$ cat src/rtl/interfaz_tx.sv
// Transmit-side glue between the ALU and the UART TX: queues ALU result bytes
// in a small FIFO and hands them one at a time to the UART with start/done.
//
//  state    | meaning
//  ST_IDLE  | no byte in flight; pops the FIFO head into o_data when non-empty
//  ST_START | o_tx_start high for exactly this cycle
//  ST_WAIT  | UART is sending o_data; leave on i_tx_done
module interfaz_tx #(
    parameter int NB_DATA    = 8,
    parameter int LOG2_DEPTH = 2
) (
    input  logic               i_clk,
    input  logic               i_rst,
    input  logic [NB_DATA-1:0] i_resultado,
    input  logic               i_alu_done,
    input  logic               i_tx_done,
    output logic [NB_DATA-1:0] o_data,
    output logic               o_tx_start,
    output logic               o_busy,
    output logic               o_full,
    output logic               o_overflow
);

    localparam int                  DEPTH   = 1 << LOG2_DEPTH;
    localparam logic [LOG2_DEPTH:0] CNT_MAX = (LOG2_DEPTH+1)'(DEPTH);

    typedef enum logic [1:0] {
        ST_IDLE,
        ST_START,
        ST_WAIT
    } state_t;

    state_t                  state;
    logic [NB_DATA-1:0]      mem [DEPTH];
    logic [LOG2_DEPTH-1:0]   wr_ptr;
    logic [LOG2_DEPTH-1:0]   rd_ptr;
    logic [LOG2_DEPTH:0]     count;
    logic                    push;
    logic                    pop;

    // Fullness is judged on the count before the edge, so a same-cycle pop
    // never makes room for a push into a full FIFO.
    assign push = i_alu_done && (count != CNT_MAX);
    assign pop  = (state == ST_IDLE) && (count != '0);

    assign o_busy = (state != ST_IDLE) || (count != '0);
    assign o_full = (count == CNT_MAX);

    always_ff @(posedge i_clk) begin
        if (push) begin
            mem[wr_ptr] <= i_resultado;
        end
    end

    always_ff @(posedge i_clk) begin
        if (!i_rst) begin
            state      <= ST_IDLE;
            wr_ptr     <= '0;
            rd_ptr     <= '0;
            count      <= '0;
            o_data     <= '0;
            o_tx_start <= 1'b0;
            o_overflow <= 1'b0;
        end else begin
            o_tx_start <= 1'b0;

            if (push) begin
                wr_ptr <= wr_ptr + 1'b1;
            end

            if (i_alu_done && (count == CNT_MAX)) begin
                o_overflow <= 1'b1;
            end

            case ({push, pop})
                2'b10:   count <= count + 1'b1;
                2'b01:   count <= count - 1'b1;
                default: count <= count;
            endcase

            case (state)
                ST_IDLE: begin
                    if (pop) begin
                        o_data     <= mem[rd_ptr];
                        rd_ptr     <= rd_ptr + 1'b1;
                        o_tx_start <= 1'b1;
                        state      <= ST_START;
                    end
                end
                ST_START: begin
                    state <= ST_WAIT;
                end
                ST_WAIT: begin
                    if (i_tx_done) begin
                        state <= ST_IDLE;
                    end
                end
                default: begin
                    state <= ST_IDLE;
                end
            endcase
        end
    end

endmodule

$ cat config.mk
export PLATFORM = sky130hd
export DESIGN_NAME = interfaz_tx
export DESIGN_NICKNAME = d
export VERILOG_FILES = /design/src/rtl/interfaz_tx.sv
export SDC_FILE = /design/constraint.sdc
export NUM_CORES = 1
export LEC_CHECK = 0
export BUFFER_PORTS_ARGS = -buffer_cell sky130_fd_sc_hd__buf_2
export CAP_MARGIN = 20
export CORE_ASPECT_RATIO = 1.75
export CORE_MARGIN = 8
export CORE_UTILIZATION = 28
export CTS_CLUSTER_SIZE = 24
export DETAILED_ROUTE_END_ITERATION = 12
export GPL_TIMING_DRIVEN = 0
export PLACE_DENSITY = 0.42
export SYNTH_ARGS = -nofsm -noshare
export SYNTH_HDL_FRONTEND = slang
export SYNTH_SLANG_ARGS = --single-unit
$ cat constraint.sdc
create_clock -name i_clk -period 2.9 [get_ports i_clk]
set_input_delay 0.145 -clock i_clk [delete_from_list [all_inputs] [get_ports i_clk]]
set_output_delay 0.145 -clock i_clk [all_outputs]
set_load 0.02 [all_outputs]
# Word level (Yosys, flattened, before mapping)
# Memories as Yosys holds them, arrays and structs flattened. A register that Yosys moved wholly into a read port is not among the register bits.
# Index checks and enable logic that the tools add are counted.
[totals]
ramBits = 32
mem_count = 1
wordCells = 38
regBits = 11
in_bits = 12
out_inout_bits = 12
[classes]
n_eq_ne = 8
reduce_logical = 12
add_sub_neg = 4
muxes = 7
[memory_table]
columns = ["memory", "words", "word_bits", "read_ports", "rd_ports_with_merged_regs", "write_ports", "line", "rtl"]
rows = [
  ["mem", 4, 8, 1, 1, 1, "34", "logic [NB_DATA-1:0] mem [DEPTH];"],
]
[op_table]
columns = ["cell", "n"]
rows = [
  ["2-bit one-hot mux with 3 select lines", 1],
  ["3-bit one-hot mux with 2 select lines", 1],
  ["2-bit AND reduction", 3],
  ["2-bit by 1-bit adder with 2-bit output, second input constant", 2],
  ["2-bit by 1-bit equality test with 1-bit output, second input constant", 2],
  ["2-bit equality test, second input constant", 2],
  ["2-bit two-way mux", 2],
  ["2-bit inequality test, second input constant", 2],
  ["2-bit nonzero test", 2],
  ["3-bit by 1-bit adder with 3-bit output, second input constant", 1],
  ["3-bit equality test, second input constant", 1],
  ["1-bit logical AND", 3],
  ["1-bit two-way mux", 3],
  ["3-bit inequality test, second input constant", 1],
  ["3-bit nonzero test", 1],
  ["3-bit by 1-bit subtractor with 3-bit output, second input constant", 1],
  ["2-bit logical NOT", 1],
  ["1-bit logical NOT", 1],
  ["1-bit logical OR", 1],
]

# Logic depth before layout (Yosys ltp)
[logic_depth]
depth_word = 4
mapped_depth = 11

# Worst setup path before layout
# Ideal clock, no wire load.
[synth_timing]
kind = "register -> register"
start = "reg count[0]"
end = "reg count[2]"
n_path_buf = 1
slack_ns = 0.633
setup_time_ns = 0.071
path_stages_with_launch = 12
arrival_ns = 2.196
path_cell_list = "dfxtp_1 -> or3b_1 -> buf_2 -> inv_2 -> nor2_1 -> inv_1 -> ha_1 -> inv_1 -> fa_1 -> xor2_1 -> or3_1 -> a21oi_1"
[synth_via]
elab_chain_cells = 4
word_cells_on_any_way = 10
[synth_rtl]
columns = ["item", "line", "rtl"]
rows = [
  ["start: declaration", "37", "logic [LOG2_DEPTH:0] count;"],
  ["start signal: assignment", "76", "2'b10: count <= count + 1'b1;"],
  ["start signal: assignment", "77", "2'b01: count <= count - 1'b1;"],
  ["start signal: assignment", "78", "default: count <= count;"],
  ["3-bit inequality test or 3-bit nonzero test (tied branches)", "43, 44", ""],
  ["1-bit logical AND (on tied branches)", "43, 44", ""],
  ["2-bit by 1-bit equality test with 1-bit output or 2-bit equality test (tied branches)", "75", "case ({push, pop})"],
  ["3-bit one-hot mux with 2 select lines or 2-bit nonzero test (tied branches)", "n/a", ""],
]
# Parallel ways exist; a longest one is shown, timed or not.
# A chain may end at the register's enable or synchronous reset.

# Final worst setup path
[layout_timing]
start = "reg count[0]"
end = "reg count[2]"
[layout_via]
elab_chain_cells = 4
word_cells_on_any_way = 10
[layout_rtl]
columns = ["item", "line", "rtl"]
rows = [
  ["3-bit nonzero test *", "44", "assign pop = (state == ST_IDLE) && (count != '0);"],
  ["1-bit logical AND *", "44", ""],
  ["named net pop", "39", "logic pop;"],
  ["2-bit by 1-bit equality test with 1-bit output or 2-bit equality test (tied branches)", "75", ""],
  ["3-bit one-hot mux with 2 select lines or 2-bit nonzero test (tied branches)", "n/a", ""],
]
# The timed path passes the listed nets; every way through them passes the cells marked *.

==> results.yml <==
run_status:
  outcome: "completed"
timing:
  maxSlewHeadroom: 0.547
  timing.setup.tns_ps: 0
  timing.fmax_mhz: 396
  fin_max_slew_vios: 0
  fin_worst_skew_ps: 3.48
  timing_hold_violations_final: 0
  worst_pin_slew_ps: 676
  timing.final.crit_share: 0.871
  final-setup-viol-count: 0
  layout_setup_ws_ps: 374
  unrepaired_setup_endpoints_after_global_routing: "no"
  final.min_clock_period_ps: 2530
global_routing:
  number_of_global_route_vias_before_repair: 1275
  wire_length_of_the_first_global_routing_pass_um: 6350
  grt_util_all_layers: 0.0821
  grt_max_degree: 16
  initial_antenna_violation_count: 0
  global_route.overflow_total: 0
power_and_ir_drop:
  total_leakage_power_nw: 0.923
  pwr_density_nw_per_um2: 999
  vdd_ir_drop_max_uv: 523
  totalPowerFinal_mw: 2.46
floorplanning:
  die_w_um: 80.8
  num_io_pins: 24
  core_um2: 7180
  die_h_um: 129
  initial_core_util: 0.286
  design.die.area_um2: 10400
  placement_rows: 41
placed_design:
  placement.setup.worst_slack_ps: 346
  port_buffers: 22
  place.gp.congestion: 0.680
  dp_hpwl_um: 2920
  placed_cells: 244
synthesis:
  yosys_warnings: 0
  synth_area_leader_cell: "sky130_fd_sc_hd__edfxtp_1"
  synthDistinctLibCells: 31
  synth_seq_area_share: 0.652
  synthesized_area_fraction_occupied_by_xor_and_xnor_cells: 0.00852
  post_synth_simple_gate_area: 0.0870
  share_of_the_synthesized_area_in_compound_gates_ao_oa_aoi_oai: 0.0663
  synth_area_leaders: "sky130_fd_sc_hd__edfxtp_1, sky130_fd_sc_hd__dfxtp_1, sky130_fd_sc_hd__mux4_1"
  synth_top_family_by_area: "multiplexers"
  mux_cell_area_share_after_synthesis: 0.107
  ys_ff_latch: 51
  synth_largest_type_area_fraction: 0.467
  syn_inst: 136
  synth_area_per_cell_um2: 15.1
  synth_adder_area_share: 0.0402
  synth.net_count: 154
  syn_area_um2: 2060
cts:
  cts_num_sinks: 51
  cts_inserted_buffers: 5
  post_cts_resized: 0
  cts-root-to-sink-buffers: 2
  postCtsSetupBuffers: 0
  tritoncts: "yes"
  post_cts_hold_buffer_count: 0
  path_clk_slew_ps: 60
  clock_tree.htree_level_count: 2
  worst_skew_pair.late_latency_ps: 290
  cts_root_buffer: "sky130_fd_sc_hd__clkbuf_16"
detailed_routing:
  via_count: 1152
  vias_per_cell: 4.57
  wl_per_cell_um: 15.7
  drt_pass_1_iters: 4
  drc_errors: 0
  first_iter_violations: 77
  drtAntennaViolNets: 0
  drt_wl_total_um: 3960
setup_path:
  worst-setup-path-type: "flip-flop to flip-flop"
  cp-end-kind: "flip-flop"
  critical_path.startpoint_type: "flip-flop"
  crit_arrival_ps: 2740
  worstRegToRegCells: 8
  timing.critical_path.fanout_max: 9
  worst_ep_required_time_ps: 3110
hold_path:
  hold_path_depth: 1
  worst_hold_path_type: "input pin to flip-flop"
cells_and_area:
  area_growth_syn_to_layout_pct: 19.8
  final_net_count: 183
  post_route_cells_drive_above_1_share: 0.235
  layoutNonFillerInstCount: 252
  antenna-diode-count: 0
  final_core_utilization: 0.343
job:
  maxCapViolations: 0
[power breakdown]
part	switching (mW)	total (mW)	leakage, nW	internal, mW
clock network	0.246	0.741	0.0911	0.494
registers	0.0605	0.973	0.449	0.913
logic	0.462	0.745	0.383	0.283
[layout by cell type, fill, tap and decap left out, drive strengths merged]
master and count:
edfxtp 32, buf 28, dfxtp 19, inv 10
nand2 9, nor2 8, mux4 8, o2bb2ai 8
a21oi 7, clkbuf 7, ha 5, and3 4
o21ai 3, nor3 2, nand3 2, xor2 2
bufinv 2, nor4 2, or3b 1, o31ai 1
or4 1, mux2i 1, o41ai 1, or4b 1
or3 1, fa 1
[metrics by stage]
stage / hold WS (ps) / instance area (µm²)
after CTS: 60.7 / 2460
after floorplan: 244 / 2060
after global routing: 67.1 / 2460
final: 73.1 / 2460
after global placement: 357 / 2270
after detailed placement: 364 / 2270
[routing by layer]
layer / global-route usage / up-vias / wire length [µm]
met1: 0.0786 / 558 / 1510
met4: 0.0444 / 0 / 87
met3: 0.0319 / 6 / 220
met5: 0 / - / 0
met2: 0.145 / 21 / 2150
li1: - / 567 / -
[registers in the layout, summed over array words and instances, names as in the netlist]
name and cells:
mem 32, o_data 8, count 3, rd_ptr 2
state 2, wr_ptr 2, o_overflow 1, o_tx_start 1
[layout make-up]
| class | count | area (µm²) |
|---|---|---|
| clock buffer | 6 | 129 |
| fill | 735 | 4720 |
| tap | 86 | 108 |
| clock inverter | 2 | 60.1 |
| multi-input combinational | 68 | 636 |
| buffer | 7 | 38.8 |
| timing repair buffer | 22 | 110 |
| inverter | 10 | 40.0 |
| sequential | 51 | 1340 |
[synth_stat cells]
cell / number
sky130_fd_sc_hd__edfxtp_1: 32
sky130_fd_sc_hd__dfxtp_1: 19
sky130_fd_sc_hd__nand2_1: 9
sky130_fd_sc_hd__inv_1: 8
sky130_fd_sc_hd__mux4_1: 8
sky130_fd_sc_hd__nor2_1: 8
sky130_fd_sc_hd__o2bb2ai_1: 8
sky130_fd_sc_hd__a21oi_1: 7
sky130_fd_sc_hd__ha_1: 5
sky130_fd_sc_hd__and3_1: 4
sky130_fd_sc_hd__buf_2: 4
sky130_fd_sc_hd__nand3_1: 2
sky130_fd_sc_hd__nor3_2: 2
sky130_fd_sc_hd__o21ai_1: 2
sky130_fd_sc_hd__xor2_1: 2
sky130_fd_sc_hd__buf_1: 1
sky130_fd_sc_hd__buf_6: 1
sky130_fd_sc_hd__clkbuf_1: 1
sky130_fd_sc_hd__fa_1: 1
sky130_fd_sc_hd__inv_2: 1
sky130_fd_sc_hd__inv_4: 1
sky130_fd_sc_hd__mux2i_1: 1
sky130_fd_sc_hd__nor4_1: 1
sky130_fd_sc_hd__nor4_4: 1
sky130_fd_sc_hd__o21ai_0: 1
sky130_fd_sc_hd__o31ai_1: 1
sky130_fd_sc_hd__o41ai_1: 1
sky130_fd_sc_hd__or3_1: 1
sky130_fd_sc_hd__or3b_1: 1
sky130_fd_sc_hd__or4_1: 1
sky130_fd_sc_hd__or4b_1: 1
[worst max-delay path, stage by stage, from the launching register on]
cell	delay, ps
sky130_fd_sc_hd__dfxtp_1	410
sky130_fd_sc_hd__nor3_2	140
sky130_fd_sc_hd__nor3_2	530
sky130_fd_sc_hd__ha_1	310
sky130_fd_sc_hd__inv_1	60
sky130_fd_sc_hd__fa_1	370
sky130_fd_sc_hd__xor2_1	160
sky130_fd_sc_hd__or3_1	320
sky130_fd_sc_hd__a21oi_1	150
[worst paths after layout]
path | startpoint | to | slack (ps)
worst min-delay path | i_resultado[4] | mem[3][4] | 70
worst min register to register | o_data[1] | o_data[1] | 460
worst max register to register | count[0] | count[2] | 370
worst max-delay path | count[0] | count[2] | 370
[kinds of logic after synthesis]
kind of cell | Yosys count
buffers and inverters | 17
adder cells (fa/ha/maj) | 6
AND/OR/NAND/NOR | 31
AO/OA/AOI/OAI | 20
flip-flops | 51
multiplexers | 9
XOR/XNOR | 2
(Power assumes the default switching activity.)
